==> config.mk <==
export PLATFORM = sky130hd
export DESIGN_NAME = ysyx_25060170_gpr_file_flat
export DESIGN_NICKNAME = d
export VERILOG_FILES = /design/src/rtl/ysyx_25060170_gpr_file_if.sv /design/src/rtl/ysyx_25060170_gpr_file.sv /design/src/flat_wrapper.sv
export SDC_FILE = /design/constraint.sdc
export NUM_CORES = 1
export LEC_CHECK = 0
export CORE_MARGIN = 5
export CORE_UTILIZATION = 40
export CTS_CLUSTER_SIZE = 40
export DETAILED_ROUTE_END_ITERATION = 6
export PLACE_DENSITY = 0.53
export SYNTH_ARGS = -nofsm -noshare
export SYNTH_HDL_FRONTEND = slang
export SYNTH_SLANG_ARGS = --single-unit
==> constraint.sdc <==
create_clock -name clk -period 5.3 [get_ports clk]
set_input_delay 1.06 -clock clk [delete_from_list [all_inputs] [get_ports clk]]
set_output_delay 1.06 -clock clk [all_outputs]
set_load 0.01 [all_outputs]
==> src/rtl/ysyx_25060170_gpr_file_if.sv <==
// Writeback, read-port and issue signals between the WBU/IDU side and the GPR file.
// The master modport is the pipeline side and the slave modport is the register file.
interface ysyx_25060170_gpr_file_if #(
  parameter int XLEN = 32,
  parameter int AW   = 5
);
  logic            wb_valid_i;
  logic            wb_ready_o;
  logic [AW-1:0]   wb_addr_i;
  logic [XLEN-1:0] wb_data_i;
  logic [AW-1:0]   rs1_addr_i;
  logic [AW-1:0]   rs2_addr_i;
  logic [XLEN-1:0] rs1_data_o;
  logic [XLEN-1:0] rs2_data_o;
  logic            issue_valid_i;
  logic [AW-1:0]   issue_rd_i;
  logic            rs1_busy_o;
  logic            rs2_busy_o;
  logic [31:0]     wb_count_o;

  modport master (
    output wb_valid_i, wb_addr_i, wb_data_i, rs1_addr_i, rs2_addr_i,
           issue_valid_i, issue_rd_i,
    input  wb_ready_o, rs1_data_o, rs2_data_o, rs1_busy_o, rs2_busy_o, wb_count_o
  );

  modport slave (
    input  wb_valid_i, wb_addr_i, wb_data_i, rs1_addr_i, rs2_addr_i,
           issue_valid_i, issue_rd_i,
    output wb_ready_o, rs1_data_o, rs2_data_o, rs1_busy_o, rs2_busy_o, wb_count_o
  );
endinterface

==> src/rtl/ysyx_25060170_gpr_file.sv <==
// GPR file: INIT sweep zeroes the array after reset, then accepts writebacks with
// same-cycle read bypass and keeps a busy scoreboard of pending destination registers.
module ysyx_25060170_gpr_file #(
  parameter int XLEN = 32,
  parameter int NREG = 32,
  parameter int AW   = 5
) (
  input  logic                          clk,
  input  logic                          rst,
  ysyx_25060170_gpr_file_if.slave       bus
);

  localparam int NSLOT = 2 ** AW;

  typedef enum logic {
    ST_INIT,
    ST_RUN
  } state_t;

  // Bit i set when register i exists and is not x0: the only addresses that store or go busy.
  function automatic logic [NSLOT-1:0] writable_mask();
    logic [NSLOT-1:0] m;
    for (int i = 0; i < NSLOT; i++) m[i] = (i != 0) && (i < NREG);
    return m;
  endfunction

  localparam logic [NSLOT-1:0] WRITABLE = writable_mask();

  state_t          state_q, state_d;
  logic [AW-1:0]   idx_q, idx_d;
  logic            run;
  logic            accept;
  logic            mem_we;
  logic [AW-1:0]   mem_waddr;
  logic [XLEN-1:0] mem_wdata;
  logic [XLEN-1:0] mem [NREG];
  logic [NSLOT-1:0] busy_q, busy_set, busy_clr;
  logic [31:0]     count_q;

  assign run            = (state_q == ST_RUN);
  assign accept         = bus.wb_valid_i & run;
  assign bus.wb_ready_o = run;
  assign bus.wb_count_o = count_q;

  // NOTE: sequential state uses non-blocking assignments so every flop samples pre-edge values.
  always_ff @(posedge clk or negedge rst) begin
    if (!rst) begin
      state_q <= ST_INIT;
      idx_q   <= '0;
    end else begin
      state_q <= state_d;
      idx_q   <= idx_d;
    end
  end

  // NOTE: every always_comb output gets a default first, so no path can infer a latch.
  always_comb begin
    state_d   = state_q;
    idx_d     = idx_q;
    mem_we    = 1'b0;
    mem_waddr = bus.wb_addr_i;
    mem_wdata = bus.wb_data_i;
    unique case (state_q)
      ST_INIT: begin
        mem_we    = 1'b1;
        mem_waddr = idx_q;
        mem_wdata = '0;
        idx_d     = idx_q + 1'b1;
        if (idx_q == AW'(NREG - 1)) state_d = ST_RUN;
      end
      ST_RUN: begin
        mem_we = accept & WRITABLE[bus.wb_addr_i];
      end
    endcase
  end

  // NOTE: the array has no reset; the INIT sweep clears it before any read is honoured.
  always_ff @(posedge clk) begin
    if (mem_we) mem[mem_waddr] <= mem_wdata;
  end

  always_comb begin
    busy_set = '0;
    busy_clr = '0;
    if (run && bus.issue_valid_i) busy_set[bus.issue_rd_i] = WRITABLE[bus.issue_rd_i];
    if (accept)                   busy_clr[bus.wb_addr_i]  = WRITABLE[bus.wb_addr_i];
  end

  // Set is applied after clear: a newly issued producer outranks the retiring one.
  always_ff @(posedge clk or negedge rst) begin
    if (!rst) begin
      busy_q  <= '0;
      count_q <= '0;
    end else begin
      busy_q <= (busy_q & ~busy_clr) | busy_set;
      if (accept) count_q <= count_q + 32'd1;
    end
  end

  function automatic logic [XLEN-1:0] read_port(input logic [AW-1:0] a);
    if (!run || !WRITABLE[a])              return '0;
    if (accept && bus.wb_addr_i == a)      return bus.wb_data_i;
    return mem[a];
  endfunction

  function automatic logic busy_port(input logic [AW-1:0] a);
    return run & WRITABLE[a] & busy_q[a] & ~(accept & (bus.wb_addr_i == a));
  endfunction

  always_comb begin
    bus.rs1_data_o = read_port(bus.rs1_addr_i);
    bus.rs2_data_o = read_port(bus.rs2_addr_i);
    bus.rs1_busy_o = busy_port(bus.rs1_addr_i);
    bus.rs2_busy_o = busy_port(bus.rs2_addr_i);
  end

endmodule

==> src/flat_wrapper.sv <==
// flat-port wrapper written by rule: the top's interface ports become plain ports
module ysyx_25060170_gpr_file_flat 
#(
  parameter int XLEN = 32,
  parameter int NREG = 32,
  parameter int AW   = 5
)
  (clk, rst, bus_wb_valid_i, bus_wb_addr_i, bus_wb_data_i, bus_rs1_addr_i, bus_rs2_addr_i, bus_issue_valid_i, bus_issue_rd_i, bus_wb_ready_o, bus_rs1_data_o, bus_rs2_data_o, bus_rs1_busy_o, bus_rs2_busy_o, bus_wb_count_o);
  ysyx_25060170_gpr_file_if #(.XLEN(XLEN), .AW(AW)) bus_i ();
  input  logic clk;
  input  logic rst;
  input wire logic [$bits(bus_i.wb_valid_i)-1:0] bus_wb_valid_i;
  input wire logic [$bits(bus_i.wb_addr_i)-1:0] bus_wb_addr_i;
  input wire logic [$bits(bus_i.wb_data_i)-1:0] bus_wb_data_i;
  input wire logic [$bits(bus_i.rs1_addr_i)-1:0] bus_rs1_addr_i;
  input wire logic [$bits(bus_i.rs2_addr_i)-1:0] bus_rs2_addr_i;
  input wire logic [$bits(bus_i.issue_valid_i)-1:0] bus_issue_valid_i;
  input wire logic [$bits(bus_i.issue_rd_i)-1:0] bus_issue_rd_i;
  output wire logic [$bits(bus_i.wb_ready_o)-1:0] bus_wb_ready_o;
  output wire logic [$bits(bus_i.rs1_data_o)-1:0] bus_rs1_data_o;
  output wire logic [$bits(bus_i.rs2_data_o)-1:0] bus_rs2_data_o;
  output wire logic [$bits(bus_i.rs1_busy_o)-1:0] bus_rs1_busy_o;
  output wire logic [$bits(bus_i.rs2_busy_o)-1:0] bus_rs2_busy_o;
  output wire logic [$bits(bus_i.wb_count_o)-1:0] bus_wb_count_o;
  assign bus_i.wb_valid_i = bus_wb_valid_i;
  assign bus_i.wb_addr_i = bus_wb_addr_i;
  assign bus_i.wb_data_i = bus_wb_data_i;
  assign bus_i.rs1_addr_i = bus_rs1_addr_i;
  assign bus_i.rs2_addr_i = bus_rs2_addr_i;
  assign bus_i.issue_valid_i = bus_issue_valid_i;
  assign bus_i.issue_rd_i = bus_issue_rd_i;
  assign bus_wb_ready_o = bus_i.wb_ready_o;
  assign bus_rs1_data_o = bus_i.rs1_data_o;
  assign bus_rs2_data_o = bus_i.rs2_data_o;
  assign bus_rs1_busy_o = bus_i.rs1_busy_o;
  assign bus_rs2_busy_o = bus_i.rs2_busy_o;
  assign bus_wb_count_o = bus_i.wb_count_o;
  ysyx_25060170_gpr_file #(.XLEN(XLEN), .NREG(NREG), .AW(AW)) u_core (.clk(clk), .rst(rst), .bus(bus_i));
endmodule
# After elaboration in Yosys (flattened, before gate mapping)
# Memories as Yosys holds them, arrays and structs flattened.
# Index checks and enable logic that the tools add are counted.
word_totals:
  register_bits: 70
  ramBits: 1024
  romBits: 128
  output_inout_bits: 99
  wordCells: 83
  n_memories: 5
classes:
  add_sub_neg: 2
  n_lt_le_gt_ge: 6
  n_eq_ne: 3
  muxes: 35
  bitwise: 18
  n_reduce_logical: 10
memory_table:
  columns: ["memory", "words", "width", "rd", "rd_ports_with_merged_regs", "wr", "line_no", "source"]
  rows:
  - ["u_core.mem", 32, 32, 2, 0, 1, "ysyx_25060170_gpr_file.sv:36", "logic [XLEN-1:0] mem [NREG];"]
  - ["(no name shown)", 32, 1, 1, 0, 0, "ysyx_25060170_gpr_file.sv:101", "if (!run || !WRITABLE[a]) return '0;"]
  - ["(no name shown)", 32, 1, 1, 0, 0, "ysyx_25060170_gpr_file.sv:72", "mem_we = accept & WRITABLE[bus.wb_addr_i];"]
  - ["(no name shown)", 32, 1, 1, 0, 0, "ysyx_25060170_gpr_file.sv:101", null]
  - ["(no name shown)", 32, 1, 1, 0, 0, "ysyx_25060170_gpr_file.sv:85", "if (run && bus.issue_valid_i) busy_set[bus.issue_rd_i] = WRITABLE[bus.issue_rd_i];"]
ops:
  columns: ["cell", "count"]
  rows:
  - ["32-bit 2-to-1 mux", 11]
  - ["32-bit AND", 3]
  - ["32-bit by 1-bit adder with 32-bit output, second input constant", 1]
  - ["32-bit inverter", 1]
  - ["32-bit bitwise OR", 1]
  - ["5-bit by 6-bit < comparator with 1-bit output, second input constant", 4]
  - ["1-bit 2-to-1 mux", 18]
  - ["1-bit AND", 10]
  - ["1-bit binary-select mux with 5-bit select", 2]
  - ["1-bit demux with 5-bit select", 2]
  - ["5-bit == test", 2]
  - ["5-bit by 1-bit greater-or-equal comparator with 1-bit output, second input constant", 2]
  - ["5-bit by 1-bit adder with 5-bit output, second input constant", 1]
  - ["5-bit == test, second input constant", 1]
  - ["1-bit logical AND", 5]
  - ["5-bit 2-to-1 mux", 1]
  - ["1-bit zero test", 3]
  - ["1-bit inverter", 3]
  - ["1-bit logical OR", 2]
  - ["1-bit case mux with 2 select lines", 1]

# Logic depth before layout (Yosys ltp)
# Gate-level depths: netlist (run 1).
logic_depth:
  depth_word: 9
  mapped_depth: 9
  mapped_depth_nobuf: 6

# Worst setup path before layout (run 1)
# Ideal clock, no wire load.
synth_timing:
  path_type: "input to output"
  start: "input bus_rs2_addr_i[1]"
  end: "output bus_rs2_busy_o"
  arrival_time_ps: 2737
  required_ps: 4240
  setup_slack_ps: 1503
  cell_stages: 6
  path_cell_list: "buf_4 -> buf_6 -> buf_2 -> mux4_2 -> mux4_2 -> a22o_1"
synth_between:
  elab_chain_len: 5
synth_lines:
  columns: ["item", "line_no", "source"]
  rows:
  - ["from (decl)", "flat_wrapper.sv:16", "input wire logic [$bits(bus_i.rs2_addr_i)-1:0] bus_rs2_addr_i;"]
  - ["memory read 32 x 1 bit", null, null]
  - ["1-bit 2-to-1 mux", null, null]
  - ["1-bit AND (2 in a row)", "ysyx_25060170_gpr_file.sv:107", "return run & WRITABLE[a] & busy_q[a] & ~(accept & (bus.wb_addr_i == a));"]
  - ["1-bit AND *", "ysyx_25060170_gpr_file.sv:107", null]
  - ["to (decl)", "flat_wrapper.sv:23", "output wire logic [$bits(bus_i.rs2_busy_o)-1:0] bus_rs2_busy_o;"]
# Every way passes the cells marked *; elsewhere a longest branch is shown, timed or not. The select of a mux whose other input is x is not followed.

# Final worst setup path (run 1)
layout_timing:
  start: "input bus_wb_addr_i[4]"
  end: "output bus_rs2_data_o[21]"
layout_between:
  elab_chain_len: 6
layout_lines:
  columns: ["item", "line_no", "source"]
  rows:
  - ["from (decl)", "flat_wrapper.sv:13", "input wire logic [$bits(bus_i.wb_addr_i)-1:0] bus_wb_addr_i;"]
  - ["5-bit == test *", "ysyx_25060170_gpr_file.sv:102", "if (accept && bus.wb_addr_i == a) return bus.wb_data_i;"]
  - ["1-bit logical AND *", "ysyx_25060170_gpr_file.sv:102", null]
  - ["1-bit 2-to-1 mux (2 in a row)", "ysyx_25060170_gpr_file.sv:102", null]
  - ["32-bit 2-to-1 mux *", "ysyx_25060170_gpr_file.sv:103", "return mem[a];"]
  - ["32-bit 2-to-1 mux *", "ysyx_25060170_gpr_file.sv:102", null]
  - ["to (decl)", "flat_wrapper.sv:21", "output wire logic [$bits(bus_i.rs2_data_o)-1:0] bus_rs2_data_o;"]
# Marks and branches as above.

==> run_results.csv, run 1 <==
group,metric,value,unit
yosys,avgSynthCellArea,18.75,um2
placement,gp_congestion,0.8484,
setup_path,endpoint_kind,"output pin",
die,die_area,136800,um2
setup_path,worstPathArrival,4170,ps
timing,slew_violations,0,
detailed_routing,drc,0,
cts,clkTransAtPathRegs,60,ps
timing,final.setup.tns,0,ps
detailed_routing,antenna_left,0,
timing,hold_viol_final,0,
die,pin_count,155,
layout,drive_gt1_frac,0.3250,
detailed_routing,vias_per_cell,6.432,
pwr,ir_drop,0.2953,mV
setup_path,crit_cells,10,
grt,grt_pass1_wl,245600,um
timing,skew,28.79,ps
cts,cts_sinks,1094,
cts,cts_tree,"done",
yosys,syn_nets,2822,
timing,max_clock_freq,0.1910,GHz
grt,track_usage,0.2526,
yosys,yosysSeqAreaShare,0.6273,
layout,layout_commonest_cell,"edfxtp_1",
cts,root_buffer,"clkbuf_16",
pwr,cellPowerDensity,327.5,nW/um2
yosys,synth_ff_type,"edfxtp_1",
yosys,synth_edf_count,1024,
die,die_w,369.9,um
setup_path,worstPathRequired,4240,ps
yosys,synth-async-reset-ratio,0.06399,
timing,holdWs,235.6,ps
pwr,p_leak,19.58,nW
yosys,synth_cell_types,60,
timing,rsz0062_at_grt,"no",
placement,hpwl,105300,um
detailed_routing,wl_per_cell,35.94,um
placement,portBuffers,154,
setup_path,path_max_fanout,20,
setup_path,worstPathBufferInverterCount,5,
grt,grt_max_degree,65,
placement,dpl_cell_area,56750,um2
timing,setup_violations,0,
setup_path,max_stage_delay,660,ps
die,die_h,369.9,um
setup_path,worstSetupPathType,"in -> out",
layout,layout.nets,3065,
layout,mostFrequentLayoutCells,"edfxtp_1 (1024), mux4_2 (533), nand2_1 (182), clkdlybuf4s50_1 (144), clkbuf_16 (121)",
setup_path,slowest_stage,"clkdlybuf4s50_1",
cts,cts_buffers,120,
grt,antenna_found_initial,5,
timing,slew_headroom,0.1832,
die,core,129200,um2
detailed_routing,via_count,31180,
cts,clk_latency,740,ps
timing,tightest_slew,1225,ps
detailed_routing,routed_wl,174300,um
detailed_routing,drtIter0Drc,3823,
yosys,yosysWarnings,0,
outcome,status,"completed",
setup_path,r2r_cells,7,
grt,overflow,0,
grt,grt_pass1_vias,31950,
yosys,synth-seq-cells,1094,
die,initial_utilization,0.4012,
layout,syn_to_final_growth,17.18,%
job,maxCapViolCount,0,
timing,min_period,5235,ps
timing,min_period_over_period,0.9877,
min_path,min_path_type,"in -> async",
layout,postLayoutCellArea,60710,um2
setup_path,start_kind,"input port",
yosys,syn_area,51810,um2
cts,clk_path_buf_depth,3,
setup_path,cp_cell_sequence,"clkdlybuf4s50_1 -> buf_4 -> xor2_1 -> nor4_2 -> buf_4 -> and3b_4 -> buf_12 -> nand2_1 -> nand3_1 -> clkdlybuf4s50_1",
die,num_rows,132,
yosys,syn_inst,2763,
detailed_routing,dr.pass1.iters,5,
setup_path,crit_family,"buffers and inverters",
cts,cts_max_level,3,
## metrics by stage
| stage | setup slack [ps] | total power, mW | utilization | cells |
|---|---|---|---|---|
| after detailed placement | -10.65 | 11.77 | 0.4394 | 4623 |
| after global placement | -16.58 | 11.74 | 0.4394 | 4623 |
| after global routing | 15.26 | 20.49 | 0.4701 | 4847 |
| after CTS | 35.66 | 20.01 | 0.4693 | 4844 |
| final | 65.14 | 19.88 | 0.4701 | 4848 |
| after floorplan | 1503 | 10.87 | - | 2763 |
## final cells by class
class | count | area [um2]
antenna | 1 | 2.502
clock buffer | 151 | 3141
clock inverter | 70 | 718.2
fill | 10830 | 68440
inverter | 5 | 18.77
multi-input combinational | 1453 | 18500
sequential | 1094 | 32500
tap | 1742 | 2180
timing repair buffer | 332 | 3655
## synthesized netlist by cell type, types with 29 or more instances
master,number,area (um2)
buf_4,45,337.8
o21ai_0,98,490.5
o211ai_1,52,390.4
xnor2_1,30,262.8
nand3_1,44,220.2
edfxtp_1,1024,30750
a22o_1,29,254.0
mux2_2,64,720.7
o22ai_1,33,206.5
and2_1,33,206.5
nand2_1,183,686.9
mux4_2,533,12000
buf_2,75,375.4
dfrtp_1,70,1752
clkbuf_1,68,255.2
mux2i_1,112,1121
nor2_1,75,281.5
## power breakdown
group          internal, mW  switching (mW)
sequential             9.53          0.0502
combinational         0.876            1.15
clock                  4.84            3.44
total                  15.2            4.64
## what timing repair did
item	4_1_cts	5_1_grt
hold buffers	0	0
pin swaps	0	1
buffers inserted	0	3
endpoints found under the setup margin	2	8
resized for setup	1	7
## kinds of logic after synthesis
group / after synthesis / share of synthesized area
xor+xnor: 44 / 0.007438
flops: 1094 / 0.6273
buf+inv: 216 / 0.02188
compound gates: 301 / 0.04050
simple gates: 396 / 0.03492
mux: 709 / 0.2672
fa+ha+maj: 3 / 0.0007246
## registers in the layout (all words and copies together) (netlist names)
name and flops:
u_core.busy_q 32, u_core.bus.wb_count_o 32, u_core.idx_q 5, u_core.mem 1024
u_core.bus.wb_ready_o 1
## worst paths after layout
path	startpoint	to	slack, ps
max in group asynchronous	rst	u_core.bus.wb_ready_o	3940
max reg2reg	u_core.bus.wb_ready_o	u_core.mem[17][11]	1970
max	bus_wb_addr_i[4]	bus_rs2_data_o[21]	70
min reg2reg	u_core.busy_q[0]	u_core.busy_q[0]	440
min in group clk	u_core.busy_q[0]	u_core.busy_q[0]	440
min	rst	u_core.busy_q[4]	240
## worst reg2reg max path, delay by kind of cell (launching register included)
family          cells  cell delay, ps
buf+inv             3            1140
simple gates        3             890
compound gates      1             450
flops               1             430
## metal layers
metal | track usage | vias to the layer above | share of wire
met1 | 0.3601 | 16920 | 0.42
li1 | - | 12200 | -
met5 | 0 | - | 0
met4 | 0.06506 | 0 | 0.027
met3 | 0.05785 | 276 | 0.092
met2 | 0.3962 | 1794 | 0.46
Note: power is estimated with default switching activity, not from simulation.
==> inputs of run 2 (changes only) <==
--- a/config.mk
+++ b/config.mk
@@ -9,7 +9,7 @@
 export CORE_UTILIZATION = 40
 export CTS_CLUSTER_SIZE = 40
 export DETAILED_ROUTE_END_ITERATION = 6
-export PLACE_DENSITY = 0.53
+export PLACE_DENSITY_LB_ADDON = 0.25
 export SYNTH_ARGS = -nofsm -noshare
 export SYNTH_HDL_FRONTEND = slang
 export SYNTH_SLANG_ARGS = --single-unit
==> run_results.csv, run 2 (same netlist as run 1, synthesis figures left out) <==
group,metric,value,unit
die,pin_count,155,
timing,tightest_slew,1268,ps
detailed_routing,vias_per_cell,6.605,
detailed_routing,drc,1,
setup_path,worstPathRequired,4240,ps
setup_path,cp_cell_sequence,"buf_4 -> or2_1 -> o41ai_4 -> a211oi_4 -> buf_12 -> o211ai_1 -> nand3_1 -> clkdlybuf4s50_1",
detailed_routing,dr.pass1.iters,7,
layout,layout.nets,3034,
timing,min_period,5221,ps
min_path,min_path_type,"in -> async",
setup_path,max_stage_delay,590,ps
detailed_routing,antenna_left,0,
timing,rsz0062_at_grt,"no",
pwr,p_leak,19.31,nW
die,die_h,369.9,um
cts,clk_path_buf_depth,3,
cts,clkTransAtPathRegs,60,ps
timing,hold_viol_final,0,
placement,hpwl,104600,um
detailed_routing,via_count,31780,
cts,cts_max_level,3,
timing,final.setup.tns,0,ps
timing,slew_headroom,0.1547,
detailed_routing,routed_wl,172300,um
layout,largest-register,"u_core.mem",
setup_path,crit_family,"buffers and inverters",
die,core,129200,um2
setup_path,worstSetupPathType,"in -> out",
timing,max_clock_freq,0.1915,GHz
setup_path,endpoint_kind,"output pin",
die,initial_utilization,0.4012,
grt,grt_pass1_wl,243200,um
placement,gp_congestion,0.8515,
detailed_routing,wl_per_cell,35.81,um
placement,dp.cells,4603,
grt,antenna_found_initial,4,
die,num_rows,132,
timing,skew,41.49,ps
outcome,status,"finished with violations",
outcome,violations,"DRC",
timing,slew_violations,0,
layout,drive_gt1_frac,0.3171,
setup_path,path_max_fanout,37,
setup_path,worstPathArrival,4160,ps
job,maxCapViolCount,0,
layout,syn_to_final_growth,16.08,%
grt,grt_pass1_vias,32220,
layout,largest_reg_flops,1024,
cts,clk_latency,740,ps
cts,cts_buffers,112,
grt,overflow,0,
cts,cts_sinks,1094,
timing,min_period_over_period,0.9850,
layout,layout_commonest_cell,"edfxtp_1",
die,die_area,136800,um2
cts,cts_setup_buffers,0,
setup_path,slowest_stage,"buf_4",
cts,cts_tree,"done",
detailed_routing,drtIter0Drc,4498,
cts,postCtsHoldBufs,0,
pwr,ir_drop,0.2694,mV
setup_path,worstPathBufferInverterCount,3,
layout,mostFrequentLayoutCells,"edfxtp_1 (1024), mux4_2 (533), nand2_1 (182), clkdlybuf4s50_1 (144), clkbuf_16 (113)",
pwr,cellPowerDensity,324.0,nW/um2
layout,post_layout_nonfiller_instances,4811,
grt,grt_max_degree,61,
cts,cts_resized,0,
placement,portBuffers,154,
die,die_w,369.9,um
cts,root_buffer,"clkbuf_16",
grt,track_usage,0.2490,
timing,setup_violations,0,
setup_path,start_kind,"input port",
[run 2: changes by cell type in the layout (fill, tap and decap cells not counted), moves of 2 or more]
cell        change
buf_4          -13
buf_12         -11
clkbuf_16       -8
nand3_1         +6
nand3_2         -6
clkbuf_1        -4
clkinv_1        -3
clkinvlp_4      -3
bufinv_16       -2
clkinv_16       +2
clkinv_2        +2
[run 2: layer usage]
| layer | routed length [um] | track usage | vias to the layer above | part of all wire |
|---|---|---|---|---|
| met4 | 5472 | 0.07243 | 0 | 0.032 |
| met1 | 67130 | 0.3510 | 17080 | 0.39 |
| li1 | - | - | 12130 | - |
| met3 | 20960 | 0.07172 | 333 | 0.12 |
| met5 | 0 | 0 | - | 0 |
| met2 | 78710 | 0.3800 | 2230 | 0.46 |
[run 2: area by class of cell]
| type | count | area, um2 |
|---|---|---|
| multi-input combinational | 1453 | 18460 |
| inverter | 5 | 18.77 |
| fill | 10840 | 69010 |
| sequential | 1094 | 32500 |
| timing repair buffer | 309 | 3342 |
| antenna | 1 | 2.502 |
| tap | 1742 | 2180 |
| clock buffer | 140 | 2939 |
| clock inverter | 67 | 695.7 |
[run 2: worst reg2reg max path, cell delays in order (launching register included)]
cell     delay [ps]
dfrtp_2         540
buf_4           680
mux2i_1         440
nand2_1         350
nor2_4          390
buf_4           710
[run 2: report_power, final]
group	internal [mW]	switching (mW)
clock	4.51	3.39
combinational	0.859	1.15
sequential	9.52	0.0510
[run 2: stage by stage]
step	utilization	hold WS [ps]	cell area, um2	power [mW]	setup WS, ps
after floorplan	-	441.3	51810	10.87	1503
after global placement	0.4375	382.3	56500	11.70	142.0
after detailed placement	0.4375	397.0	56500	11.74	155.7
after CTS	0.4656	204.8	60130	19.58	125.0
after global routing	0.4656	233.9	60140	20.06	11.17
final	0.4656	249.2	60140	19.48	79.26
[run 2: worst paths after layout]
kind | start | end | cells past startpoint | slack [ps]
max | bus_rs2_addr_i[3] | bus_rs2_data_o[17] | 8 | 80
min | rst | u_core.bus.wb_count_o[20] | 1 | 250
max reg2reg | u_core.bus.wb_ready_o | u_core.mem[15][9] | 5 | 1780
min reg2reg | u_core.busy_q[0] | u_core.busy_q[0] | 0 | 420
max in group asynchronous | rst | u_core.bus.wb_ready_o | 2 | 3930
min in group clk | u_core.busy_q[0] | u_core.busy_q[0] | 0 | 420
